$ cat src/rtl/sysinfo_pkg.sv
// sysinfo_pkg
// Shared constants for the system-info register block: word addresses,
// CTRL bit positions, reset values and a byte-lane merge helper.
package sysinfo_pkg;

  // Word addresses (compared against the zero-extended Avalon address)
  localparam logic [31:0] ADDR_ID       = 32'd0;
  localparam logic [31:0] ADDR_TS       = 32'd1;
  localparam logic [31:0] ADDR_UP_LO    = 32'd2;
  localparam logic [31:0] ADDR_UP_HI    = 32'd3;
  localparam logic [31:0] ADDR_CTRL     = 32'd4;
  localparam logic [31:0] ADDR_SCRATCH0 = 32'd5;

  // CTRL register bit indices
  localparam int CTRL_RUN_BIT   = 0;
  localparam int CTRL_CLEAR_BIT = 1;

  // Reset values
  localparam logic        CTRL_RUN_RST = 1'b1;
  localparam logic [63:0] UPTIME_RST   = 64'h0;
  localparam logic [31:0] SHADOW_RST   = 32'h0;
  localparam logic [31:0] SCRATCH_RST  = 32'h0;
  localparam logic [31:0] RDATA_RST    = 32'h0;

  // Merge new data into old data on the byte lanes selected by be.
  function automatic logic [31:0] apply_be(input logic [31:0] old_val,
                                           input logic [31:0] new_val,
                                           input logic [3:0]  be);
    logic [31:0] res;
    res = old_val;
    for (int b = 0; b < 4; b++) begin
      if (be[b]) res[b*8 +: 8] = new_val[b*8 +: 8];
    end
    return res;
  endfunction

endpackage

$ cat src/rtl/sysinfo_uptime_counter.sv
// sysinfo_uptime_counter
// 64-bit free-running uptime counter with a 32-bit high-word shadow.
// Ports:
//   clock     - rising-edge clock
//   reset     - asynchronous active-high reset
//   run       - count enable
//   clear     - zero counter and shadow this edge (wins over run)
//   snap      - load count[63:32] into the shadow this edge
//   count     - live 64-bit counter value
//   hi_shadow - high word captured on the last snap
module sysinfo_uptime_counter
  import sysinfo_pkg::*;
(
  input  logic        clock,
  input  logic        reset,
  input  logic        run,
  input  logic        clear,
  input  logic        snap,
  output logic [63:0] count,
  output logic [31:0] hi_shadow
);

  logic [63:0] count_d, count_q;
  logic [31:0] hi_shadow_d, hi_shadow_q;

  always_comb begin
    count_d     = count_q;
    hi_shadow_d = hi_shadow_q;
    if (clear) begin
      count_d     = UPTIME_RST;
      hi_shadow_d = SHADOW_RST;
    end else begin
      // Wraps silently at 2^64-1.
      if (run)  count_d     = count_q + 64'd1;
      // Shadow takes the pre-increment sample so LO/HI form one coherent value.
      if (snap) hi_shadow_d = count_q[63:32];
    end
  end

  always_ff @(posedge clock or posedge reset) begin
    if (reset) begin
      count_q     <= UPTIME_RST;
      hi_shadow_q <= SHADOW_RST;
    end else begin
      count_q     <= count_d;
      hi_shadow_q <= hi_shadow_d;
    end
  end

  assign count     = count_q;
  assign hi_shadow = hi_shadow_q;

endmodule

$ cat src/rtl/first_nios2_system_sysinfo.sv
// first_nios2_system_sysinfo
// Avalon-MM slave exposing system ID, build timestamp, a 64-bit uptime
// counter (coherent LO/HI via shadow), a CTRL register and scratch words.
// Ports:
//   clock, reset              - clock, asynchronous active-high reset
//   address [ADDR_W-1:0]      - word address
//   read, write               - one-cycle strobes (read wins if both)
//   writedata [31:0]          - write data
//   byteenable [3:0]          - write byte lanes
//   readdata [31:0]           - registered read data, holds when not valid
//   readdatavalid             - one cycle, one clock after an accepted read
// 2**ADDR_W must be at least 5+NUM_SCRATCH; NUM_SCRATCH is 1..8.
module first_nios2_system_sysinfo
  import sysinfo_pkg::*;
#(
  parameter logic [31:0] SYSTEM_ID   = 32'h5148_D8C5,
  parameter logic [31:0] TIMESTAMP   = 32'h0,
  parameter int          NUM_SCRATCH = 2,
  parameter int          ADDR_W      = 4
) (
  input  logic              clock,
  input  logic              reset,
  input  logic [ADDR_W-1:0] address,
  input  logic              read,
  input  logic              write,
  input  logic [31:0]       writedata,
  input  logic [3:0]        byteenable,
  output logic [31:0]       readdata,
  output logic              readdatavalid
);

  logic [31:0] addr_w;
  logic        wr_acc;
  logic        snap;
  logic        clear;
  logic [63:0] uptime;
  logic [31:0] hi_shadow;
  logic [31:0] rd_word;

  logic        run_d, run_q;
  logic [31:0] readdata_d, readdata_q;
  logic        readdatavalid_d, readdatavalid_q;
  logic [31:0] scratch_d [NUM_SCRATCH];
  logic [31:0] scratch_q [NUM_SCRATCH];

  assign addr_w = 32'(address);
  // A simultaneous write is dropped in favour of the read.
  assign wr_acc = write & ~read;
  assign snap   = read & (addr_w == ADDR_UP_LO);
  // Clear is a pulse derived directly from the write; it never persists.
  assign clear  = wr_acc & (addr_w == ADDR_CTRL) & byteenable[0]
                & writedata[CTRL_CLEAR_BIT];

  sysinfo_uptime_counter u_uptime (
    .clock     (clock),
    .reset     (reset),
    .run       (run_q),
    .clear     (clear),
    .snap      (snap),
    .count     (uptime),
    .hi_shadow (hi_shadow)
  );

  // Register write decode
  always_comb begin
    run_d = run_q;
    if (wr_acc && addr_w == ADDR_CTRL && byteenable[0])
      run_d = writedata[CTRL_RUN_BIT];
    for (int i = 0; i < NUM_SCRATCH; i++) begin
      scratch_d[i] = scratch_q[i];
      if (wr_acc && addr_w == ADDR_SCRATCH0 + 32'(i))
        scratch_d[i] = apply_be(scratch_q[i], writedata, byteenable);
    end
  end

  // Read mux; unmapped words return 0
  always_comb begin
    rd_word = 32'h0;
    if (addr_w == ADDR_ID)         rd_word = SYSTEM_ID;
    else if (addr_w == ADDR_TS)    rd_word = TIMESTAMP;
    else if (addr_w == ADDR_UP_LO) rd_word = uptime[31:0];
    else if (addr_w == ADDR_UP_HI) rd_word = hi_shadow;
    else if (addr_w == ADDR_CTRL)  rd_word = {31'h0, run_q};
    else begin
      for (int i = 0; i < NUM_SCRATCH; i++) begin
        if (addr_w == ADDR_SCRATCH0 + 32'(i)) rd_word = scratch_q[i];
      end
    end
  end

  always_comb begin
    readdata_d      = readdata_q;
    readdatavalid_d = read;
    if (read) readdata_d = rd_word;
  end

  always_ff @(posedge clock or posedge reset) begin
    if (reset) begin
      run_q           <= CTRL_RUN_RST;
      readdata_q      <= RDATA_RST;
      readdatavalid_q <= 1'b0;
      for (int i = 0; i < NUM_SCRATCH; i++) scratch_q[i] <= SCRATCH_RST;
    end else begin
      run_q           <= run_d;
      readdata_q      <= readdata_d;
      readdatavalid_q <= readdatavalid_d;
      for (int i = 0; i < NUM_SCRATCH; i++) scratch_q[i] <= scratch_d[i];
    end
  end

  assign readdata      = readdata_q;
  assign readdatavalid = readdatavalid_q;

endmodule

$ cat config.mk
export PLATFORM = sky130hd
export DESIGN_NAME = first_nios2_system_sysinfo
export DESIGN_NICKNAME = d
export VERILOG_FILES = /design/src/rtl/sysinfo_pkg.sv /design/src/rtl/sysinfo_uptime_counter.sv /design/src/rtl/first_nios2_system_sysinfo.sv
export SDC_FILE = /design/constraint.sdc
export NUM_CORES = 1
export LEC_CHECK = 0
export CELL_PAD_IN_SITES_DETAIL_PLACEMENT = 1
export CELL_PAD_IN_SITES_GLOBAL_PLACEMENT = 1
export CORE_AREA = 2 2 166 152
export DETAILED_ROUTE_END_ITERATION = 6
export DIE_AREA = 0 0 168 154
export PLACE_DENSITY_LB_ADDON = 0.15
export SLEW_MARGIN = 20
export SYNTH_ARGS = -nofsm -noshare
export SYNTH_HDL_FRONTEND = slang
export SYNTH_SLANG_ARGS = --single-unit
$ cat constraint.sdc
create_clock -name clock -period 6.3 [get_ports clock]
set_input_delay 1.26 -clock clock [delete_from_list [all_inputs] [get_ports clock]]
set_output_delay 1.26 -clock clock [all_outputs]
set_load 0.02 [all_outputs]
==> results.toml <==
[setup_path]
critPathArrivalTime_ps = 4250
required_ps = 6620
start_kind = "primary input"
path_class = "in2reg"
end_kind = "flip-flop"
crit_fanout = 33

[cts]
cts_buffers = 17
htree_num_levels = 4
clockBufferDepth = 2
cts_hold_buf = 0
root_buffer = "clkbuf_16"
cts_resized = 0
cts_sinks = 194
clk_pin_slew_ps = 80
clk-insertion-delay-late_ps = 450
post_cts_buffers = 0
cts_tree = "done"

[logic_synthesis]
seq_area_frac_synth = 0.5239
synth_top_area_cell = "dfrtp_1"
yosys_most_used_dff = "dfrtp_1"
synth-edff-count = 0
netlist_instances = 833
synth_warnings = 0
avgSynthCellArea_um2 = 11.13
synth_seq_cells = 194
syn-num-nets = 878
ys_top_cells_by_area = "dfrtp_1 (52%), mux2_2 (7.9%), o21ai_0 (3.1%), a22o_1 (3.0%), nand4_1 (2.3%)"
synth-async-reset-ratio = 1.000
ys_types = 58
netlist_area_um2 = 9269
synth_top_area_share = 0.5211

[power_and_ir_drop]
power-per-cell-area_nw_per_um2 = 332.5
total_power_mw = 3.631
peakVddDrop_v = 0.0001877
p_leak_nw = 4.421

[detailed_routing]
drt_iter0_markers = 609
detail-route-antenna-nets = 0
drc_errors = 0
avgViaCountPerCell = 5.973
firstDrtPassIters = 5
route.vias.total = 7204
drt-total-wl_mm = 29.15
post_drt_wl_per_cell_um = 24.17

[cells_and_area]
diodes = 0
syn_to_final_growth_pct = 17.83
final_cell_mix = "dfrtp_1 (193), clkdlybuf4s50_1 (76), mux2_2 (65)"
drive_above_1_share = 0.1604
nNetsFinal = 931
layout_commonest_cell = "dfrtp_1"

[timing]
fin_crit_ps = 3926
setup_viol = 0
fin_crit_sh = 0.6231
slew_headroom = 0.2832
fin_worst_skew_ps = 17.90
setup-tns-final_ps = 0
fmax_mhz = 254.7
tightestPinTransition_ps = 1066
slew_viol_final = 0
rsz0062_at_grt = "false"
final-hold-violation-count = 0

[outcome]
outcome = "completed"

[placed_design]
dp_hpwl_mm = 20.91
globalplace.congestion = 0.8452
io_buffers = 76

[die]
initial_core_util = 0.3864
io_pins = 77
coreArea_um2 = 23990
die_h_um = 154
dieWidth_um = 168
num_rows = 54
die-area_um2 = 25870

[min_path]
hold_class = "reg2reg"

[grt]
grt_overflow = 0
grt_pass1_vias = 7677
grt_pass1_wl_mm = 46.10
grtUsageTotal = 0.2340
antenna_found_initial = 0
grt_start_max_net_pins = 195

[run]
max-cap-violations = 0
cell type report:
| type | instances | area [um^2] |
|---|---|---|
| Inverter | 8 | 33.78 |
| Tap cell | 308 | 385.4 |
| Timing Repair Buffer | 88 | 883.3 |
| Fill cell | 2564 | 13060 |
| Clock buffer | 18 | 429.2 |
| Multi-Input combinational cell | 577 | 4164 |
| Sequential cell | 194 | 4856 |
| Clock inverter | 13 | 170.2 |
Yosys cell counts, drive strengths merged, types with 2 or more instances:
library cell and number:
dfrtp 193, mux2 65, o21ai 57, nor2 54, nand2 52, nand4 40
clkbuf 37, a22o 32, nand3 24, xor2 24, and3 20, o2bb2ai 20
xnor2 20, a221oi 19, o21a 19, a21oi 17, buf 17, nor4 17
or3 14, o22a 13, a31oi 12, nor3 11, and2 8, and4 8
inv 8, or4 6, nor2b 5, mux2i 3, or2 3, o211ai 2
o31ai 2
layer usage:
metal	track usage	vias to the layer above	routed length [um]
met1	0.3534	3774	14180
met3	0.04170	25	1642
met2	0.3485	204	12950
met4	0.05590	0	371
met5	0	-	0
li1	-	3201	-
per-stage QoR:
step / hold WS (ps) / utilization / cells / setup slack (ps) / area (um^2)
after floorplan: 460.8 / - / 833 / 2536 / 9273
after global placement: 467.8 / 0.4290 / 1174 / 1778 / 10290
after detailed placement: 480.0 / 0.4290 / 1174 / 1621 / 10290
after CTS: 499.8 / 0.4540 / 1205 / 2090 / 10890
after global routing: 517.6 / 0.4553 / 1206 / 2143 / 10920
final: 492.7 / 0.4553 / 1206 / 2374 / 10920
sequential cells by signal, summed over array words and instances, names as in the netlist:
register / flops
scratch_q: 64
u_uptime.count: 64
readdata: 32
u_uptime.hi_shadow: 32
readdatavalid: 1
run_q: 1
worst paths after layout:
kind,startpoint,to,slack (ps),cells past startpoint
min in group asynchronous,reset,readdata[14],1260,3
setup / recovery,address[1],u_uptime.hi_shadow[2],2370,8
max in group asynchronous,reset,u_uptime.count[8],4060,4
setup reg to reg,u_uptime.count[17],u_uptime.count[44],3750,5
hold / removal,readdata[10],readdata[10],490,1
hold reg to reg,readdata[10],readdata[10],490,1
cells by family (layout without fill, tap and decap cells):
| group | count (synthesis) | count (layout) | share of synthesized area |
|---|---|---|---|
| AO/OA/AOI/OAI | 196 | 196 | 0.1496 |
| XOR/XNOR | 44 | 44 | 0.04158 |
| multiplexers | 68 | 68 | 0.08221 |
| buffers and inverters | 62 | 127 | 0.02929 |
| adder cells (fa/ha/maj) | 1 | 1 | 0.001350 |
| flip-flops | 194 | 194 | 0.5239 |
| AND/OR/NAND/NOR | 268 | 268 | 0.1721 |
worst max-delay path, cell delays in order:
cell and delay, ps:
clkdlybuf4s50_1 660, nor3b_4 230, buf_4 350, nand2_1 630, nor2_2 250, buf_4 370
nor2_4 210, a22o_1 260
power by group:
group	switching, mW	internal (mW)
sequential	0.305	1.47
combinational	0.431	0.318
clock	0.543	0.569
total	1.28	2.35
No activity file was read; power rests on OpenSTA's default activity.
==> variant 1 (same settings) <==
Register the output `readdata` once more, with the module's reset; this adds one clock of latency there. The other outputs are not delayed to match. Comments in the files are not updated.
--- a/src/rtl/first_nios2_system_sysinfo.sv
+++ b/src/rtl/first_nios2_system_sysinfo.sv
@@ -109,5 +109,11 @@
   end
 
-  assign readdata      = readdata_q;
+  always_ff @(posedge clock or posedge reset) begin
+    if (reset) begin
+      readdata <= '0;
+    end else begin
+      readdata <= readdata_q;
+    end
+  end
   assign readdatavalid = readdatavalid_q;
 
Formal check against the unedited RTL: not equivalent (a bounded check fails within 4 cycles, from zero or initial values and one cycle with reset high).
==> variant 1 against the original RTL <==
Combinational power increased by 0.7%. Synthesized area rose by 8.0%. Power grew 20%. Final cell count increased by 7.6%. Non-clock buffer count increased by 2. Worst setup slack worse by 0.040 ns. Clock power increased by 47%. Sequential share of layout area is 2.6 points higher. Sequential cell count up 32. Largest cell class unchanged. Synthesized cell count rose by 10%. Routed wire length down 1.9%. Clock skew up 0.00059 ns. The flow now finishes with violations (design-rule violations). Design area is 10% higher. Largest power group unchanged.
==> variant 1: results (changes against the original RTL) <==
Run status
  – Status: finished with violations (was completed)
  – Failing checks: design-rule violations

Worst setup path
  – Worst EP arrival: 4.37 ns (was 4.25 ns)
  – Slowest stage cell, crit path: and4_2 (was clkdlybuf4s50_1)
  – Launch point of the worst reg-to-reg path: u_uptime.count[16] (was u_uptime.count[17])
  – Crit path launch: read (was address[1])
  – Critical path peak fanout: 55 (was 33)

Synth
  – Synth Area in Compound Gates: 12.3% (was 15.0%)
  – Post-synthesis cell type count: 51 (was 58)
  – Top post-synthesis cells by count: 225 x dfrtp_1, 97 x nand2_1, 65 x mux2_2, 58 x a21oi_1, 58 x clkbuf_1 (was 193 x dfrtp_1, 65 x mux2_2, 57 x o21ai_0, 52 x nand2_1, 52 x nor2_1)
  – Synth area leaders: dfrtp_1 56%, mux2_2 7.3%, nand2_1 3.6% (was dfrtp_1 52%, mux2_2 7.9%, o21ai_0 3.1%)
  – Synth Area in XOR/XNOR: 2.71% (was 4.16%)
  – Synthesized Nets: 964 (was 878)

Clock tree
  – Htree depth: 1 (was 4)
  – Register clock-pin slew on the reported worst setup and hold paths: 0.06 ns (was 0.08 ns)
  – Clk Latency, worst-skew pair: 0.53 ns (was 0.45 ns)
  – CTS Buffer Depth: 3 (was 2)

Final layout
  – Multi-input combinational area share: 34.3% (was 38.1%)
  – Clkbuf count: 35 (was 18)
  – Design Area, Final: 12,000 um2 (was 10,900 um2)
  – ClkCell Share: 7.59% (was 5.49%)
  – Sequential share of cell area: 47.1% (was 44.5%)
  – Logic inverters: 10 (was 8)

Detailed routing
  – Drt first-iter violations: 688 (was 609)
  – DR WL/cell: 22.0 um (was 24.2 um)
  – Total number of vias: 7,553 (was 7,204)
  – Residual DRC: 1 (was 0)
  – Router iterations before antenna repair: 7 (was 5)

Power
  – LEAKAGE: 4.98 nW (was 4.42 nW)

Place
  – Final Wtd Congestion: 0.827 (was 0.845)
  – Placed cells: 1,250 (was 1,174)

Worst hold path
  – Hold Path Origin: readdata_q[15] (was readdata[10])
variant 1: cell types whose count changed after synthesis, sizes merged, moves of 11 or more:
cell | unedited run | this run
a31oi | 12 | 0
buf | 17 | 6
o21a | 19 | 2
dfrtp | 193 | 225
nor3 | 11 | 22
a221oi | 19 | 0
nand2 | 52 | 97
clkbuf | 37 | 59
nand4 | 40 | 27
a21oi | 17 | 61
a22o | 32 | 0
a222oi | 0 | 31
o21ai | 57 | 34
nand2b | 1 | 36
variant 1: path summary, 6_finish.rpt:
path | endpoint | slack, ns | depth (start not counted)
max reg2reg | u_uptime.count[57] | 3.07 | 5
max | u_uptime.count[58] | 2.33 | 7
min reg2reg | readdata[15] | 0.38 | 0
min in group asynchronous | scratch_q[20] | 1.24 | 2
max in group asynchronous | readdata[5] | 3.84 | 3
min | readdata[15] | 0.38 | 0
variant 1: layer usage:
metal | GRT usage [%] | routed length [um]
met1 | 35.1 | 14700
met2 | 32.6 | 12300
met3 | 3.29 | 1270
met4 | 4.39 | 418
met5 | 0 | 0
==> variant 2 (same settings) <==
Made on the original files. `ADDR_W`: 4 -> 3.
--- a/src/rtl/first_nios2_system_sysinfo.sv
+++ b/src/rtl/first_nios2_system_sysinfo.sv
@@ -17,5 +17,5 @@
   parameter logic [31:0] TIMESTAMP   = 32'h0,
   parameter int          NUM_SCRATCH = 2,
-  parameter int          ADDR_W      = 4
+  parameter int          ADDR_W      = 3
 ) (
   input  logic              clock,
Interface: changed (resized address); port bits go from 77 to 76. The function was not compared with the original's and may differ.
==> variant 2 against the original RTL <==
Routed wire length decreased by 2.6%. Worst setup slack worse by 0.17 ns. Design area up 0.44%. Sequential cell count is the same. Critical path depth unchanged. Utilization rose by 0.20 points. Power increased by 0.29%. Synthesized cell count increased by 13%. Synthesized area increased by 0.63%. Critical path type unchanged. Critical endpoint is now u_uptime.count[41]. Largest cell class unchanged.
==> variant 2: results (changes against the original RTL) <==
Job
  – Max Cap Violations: 0 (unchanged)

Synth
  – Yosys warns: 0 (unchanged)
  – Ys async rst share: 100% (unchanged)
  – Mean Syn Cell Area: 9.93 um2 (was 11.1 um2)
  – Synthesized Nets: 983 (was 878)
  – Synth area leaders: dfrtp_1 52%, mux2_2 9.4%, a21oi_1 4.8% (was dfrtp_1 52%, mux2_2 7.9%, o21ai_0 3.1%)
  – Post-synthesis cell type count: 46 (was 58)
  – Seq/Total Area, Yosys: 52.1% (was 52.4%)
  – Top post-synthesis cells by count: 193 x dfrtp_1, 108 x nand2_1, 89 x a21oi_1, 78 x mux2_2 (was 193 x dfrtp_1, 65 x mux2_2, 57 x o21ai_0, 52 x nand2_1, 52 x nor2_1)

Power
  – P_clk: 1.11 mW (about the same)
  – LEAKAGE: 4.47 nW (was 4.42 nW)
  – Psw: 1.19 mW (was 1.28 mW)
  – Flop pwr share: 49.0% (was 48.8%)
  – Peak VDD IR: 0.000150 V (was 0.000188 V)
  – Int Pwr: 2.45 mW (was 2.35 mW)

Detailed routing
  – Post-Route WL: 28,400 um (was 29,100 um)
  – Drt first-iter violations: 478 (was 609)
  – Via-per-instance ratio: 5.66 (was 5.97)
  – Router iterations before antenna repair: 5 (unchanged)
  – Total number of vias: 7,450 (was 7,204)

Place
  – Final Wtd Congestion: 0.800 (was 0.845)
  – Placed instance area: 10,400 um2 (was 10,300 um2)
  – Dpl ws: 1.72 ns (was 1.62 ns)
  – Port Buffer Count: 75 (was 76)
  – DP HPWL: 19,600 um (was 20,900 um)
  – Placed cells: 1,283 (was 1,174)

Worst hold path
  – Hold Path Class: flip-flop to flip-flop (unchanged)

Clock tree
  – Clk root buf: clkbuf_16 (unchanged)
  – TritonCTS buffer count: 17 (unchanged)
  – Htree depth: 4 (unchanged)
  – Setup repair bufs after CTS: 0 (unchanged)
  – CTS resizes: 0 (unchanged)
  – Register clock-pin slew on the reported worst setup and hold paths: roughly 0.07 ns
  – Clk Latency, worst-skew pair: 0.43 ns (was 0.45 ns)

GRT
  – GRT Util Overall: 22.5% (was 23.4%)
  – First-pass GRT wire length: 45,000 um (was 46,100 um)
  – Number of global-route vias before repair: 7,674 (was 7,677)
  – Pin count of the biggest net entering global routing: 99 (was 195)
  – Antenna violations before repair: 0 (unchanged)

Run status
  – Status: completed (unchanged)

Worst setup path
  – Worst EP arrival: 4.40 ns (was 4.25 ns)
  – Max incr delay on CP: 0.91 ns (was 0.66 ns)
  – Critical path peak fanout: 36 (was 33)

Timing
  – Final Skew: 0.00954 ns (was 0.0179 ns)
  – Slew @ Worst Pin: 1.09 ns (was 1.07 ns)

Final layout
  – Post-layout nets: 1,038 (was 931)
  – Share of cells above drive strength 1: 13.7% (was 16.0%)
-- variant 2: cell types whose count changed after synthesis, sizes merged, moves of 14 or more --
| cell | change |
|---|---|
| o22ai | +38 |
| nand2 | +56 |
| a22o | -32 |
| a22oi | +19 |
| a221oi | -19 |
| nor2b | +16 |
| o2bb2ai | -20 |
| and3 | -15 |
| o21a | -17 |
| clkbuf | +14 |
| a21oi | +72 |
| o21ai | -18 |
| inv | +35 |
-- variant 2: final cells by class --
cell class	instances	area [um2]
fill	2709	13000
sequential	194	4860
multi-input combinational	646	4100
timing repair buffer	92	876
clock buffer	21	460
tap	308	385
inverter	43	165
clock inverter	11	128
antenna	1	2.50
-- variant 2: kinds of logic (layout without fill, tap and decap cells) --
| group | count (synthesis) | after routing | share of synthesized area, % |
|---|---|---|---|
| buf+inv | 99 | 167 | 4.04 |
| xor+xnor | 27 | 27 | 2.54 |
| simple gates | 310 | 310 | 16.8 |
| compound gates | 214 | 214 | 13.3 |
| other cells | 0 | 1 | 0 |
| flops | 194 | 194 | 52.1 |
| fa+ha+maj | 1 | 1 | 0.134 |
| mux | 94 | 94 | 11.1 |
-- variant 2: metal layers --
layer  track usage [%]  vias to the layer above  share of wire, %
met5                 0                        -                 0
met4              4.64                        0              0.74
met3              2.83                       12               2.0
met2              36.5                       68                48
met1              32.3                     3918                50
li1                  -                     3452                 -
-- variant 2: worst paths after layout --
check,startpoint,endpoint,slack [ns],cells past startpoint
min in group asynchronous,reset,readdata[17],1.35,2
max in group asynchronous,reset,readdata[6],3.66,3
worst max-delay path,address[0],u_uptime.count[41],2.20,8
worst min-delay path,readdata[12],readdata[12],0.51,1
worst max register to register,u_uptime.count[22],u_uptime.count[54],2.96,5
worst min register to register,readdata[12],readdata[12],0.51,1
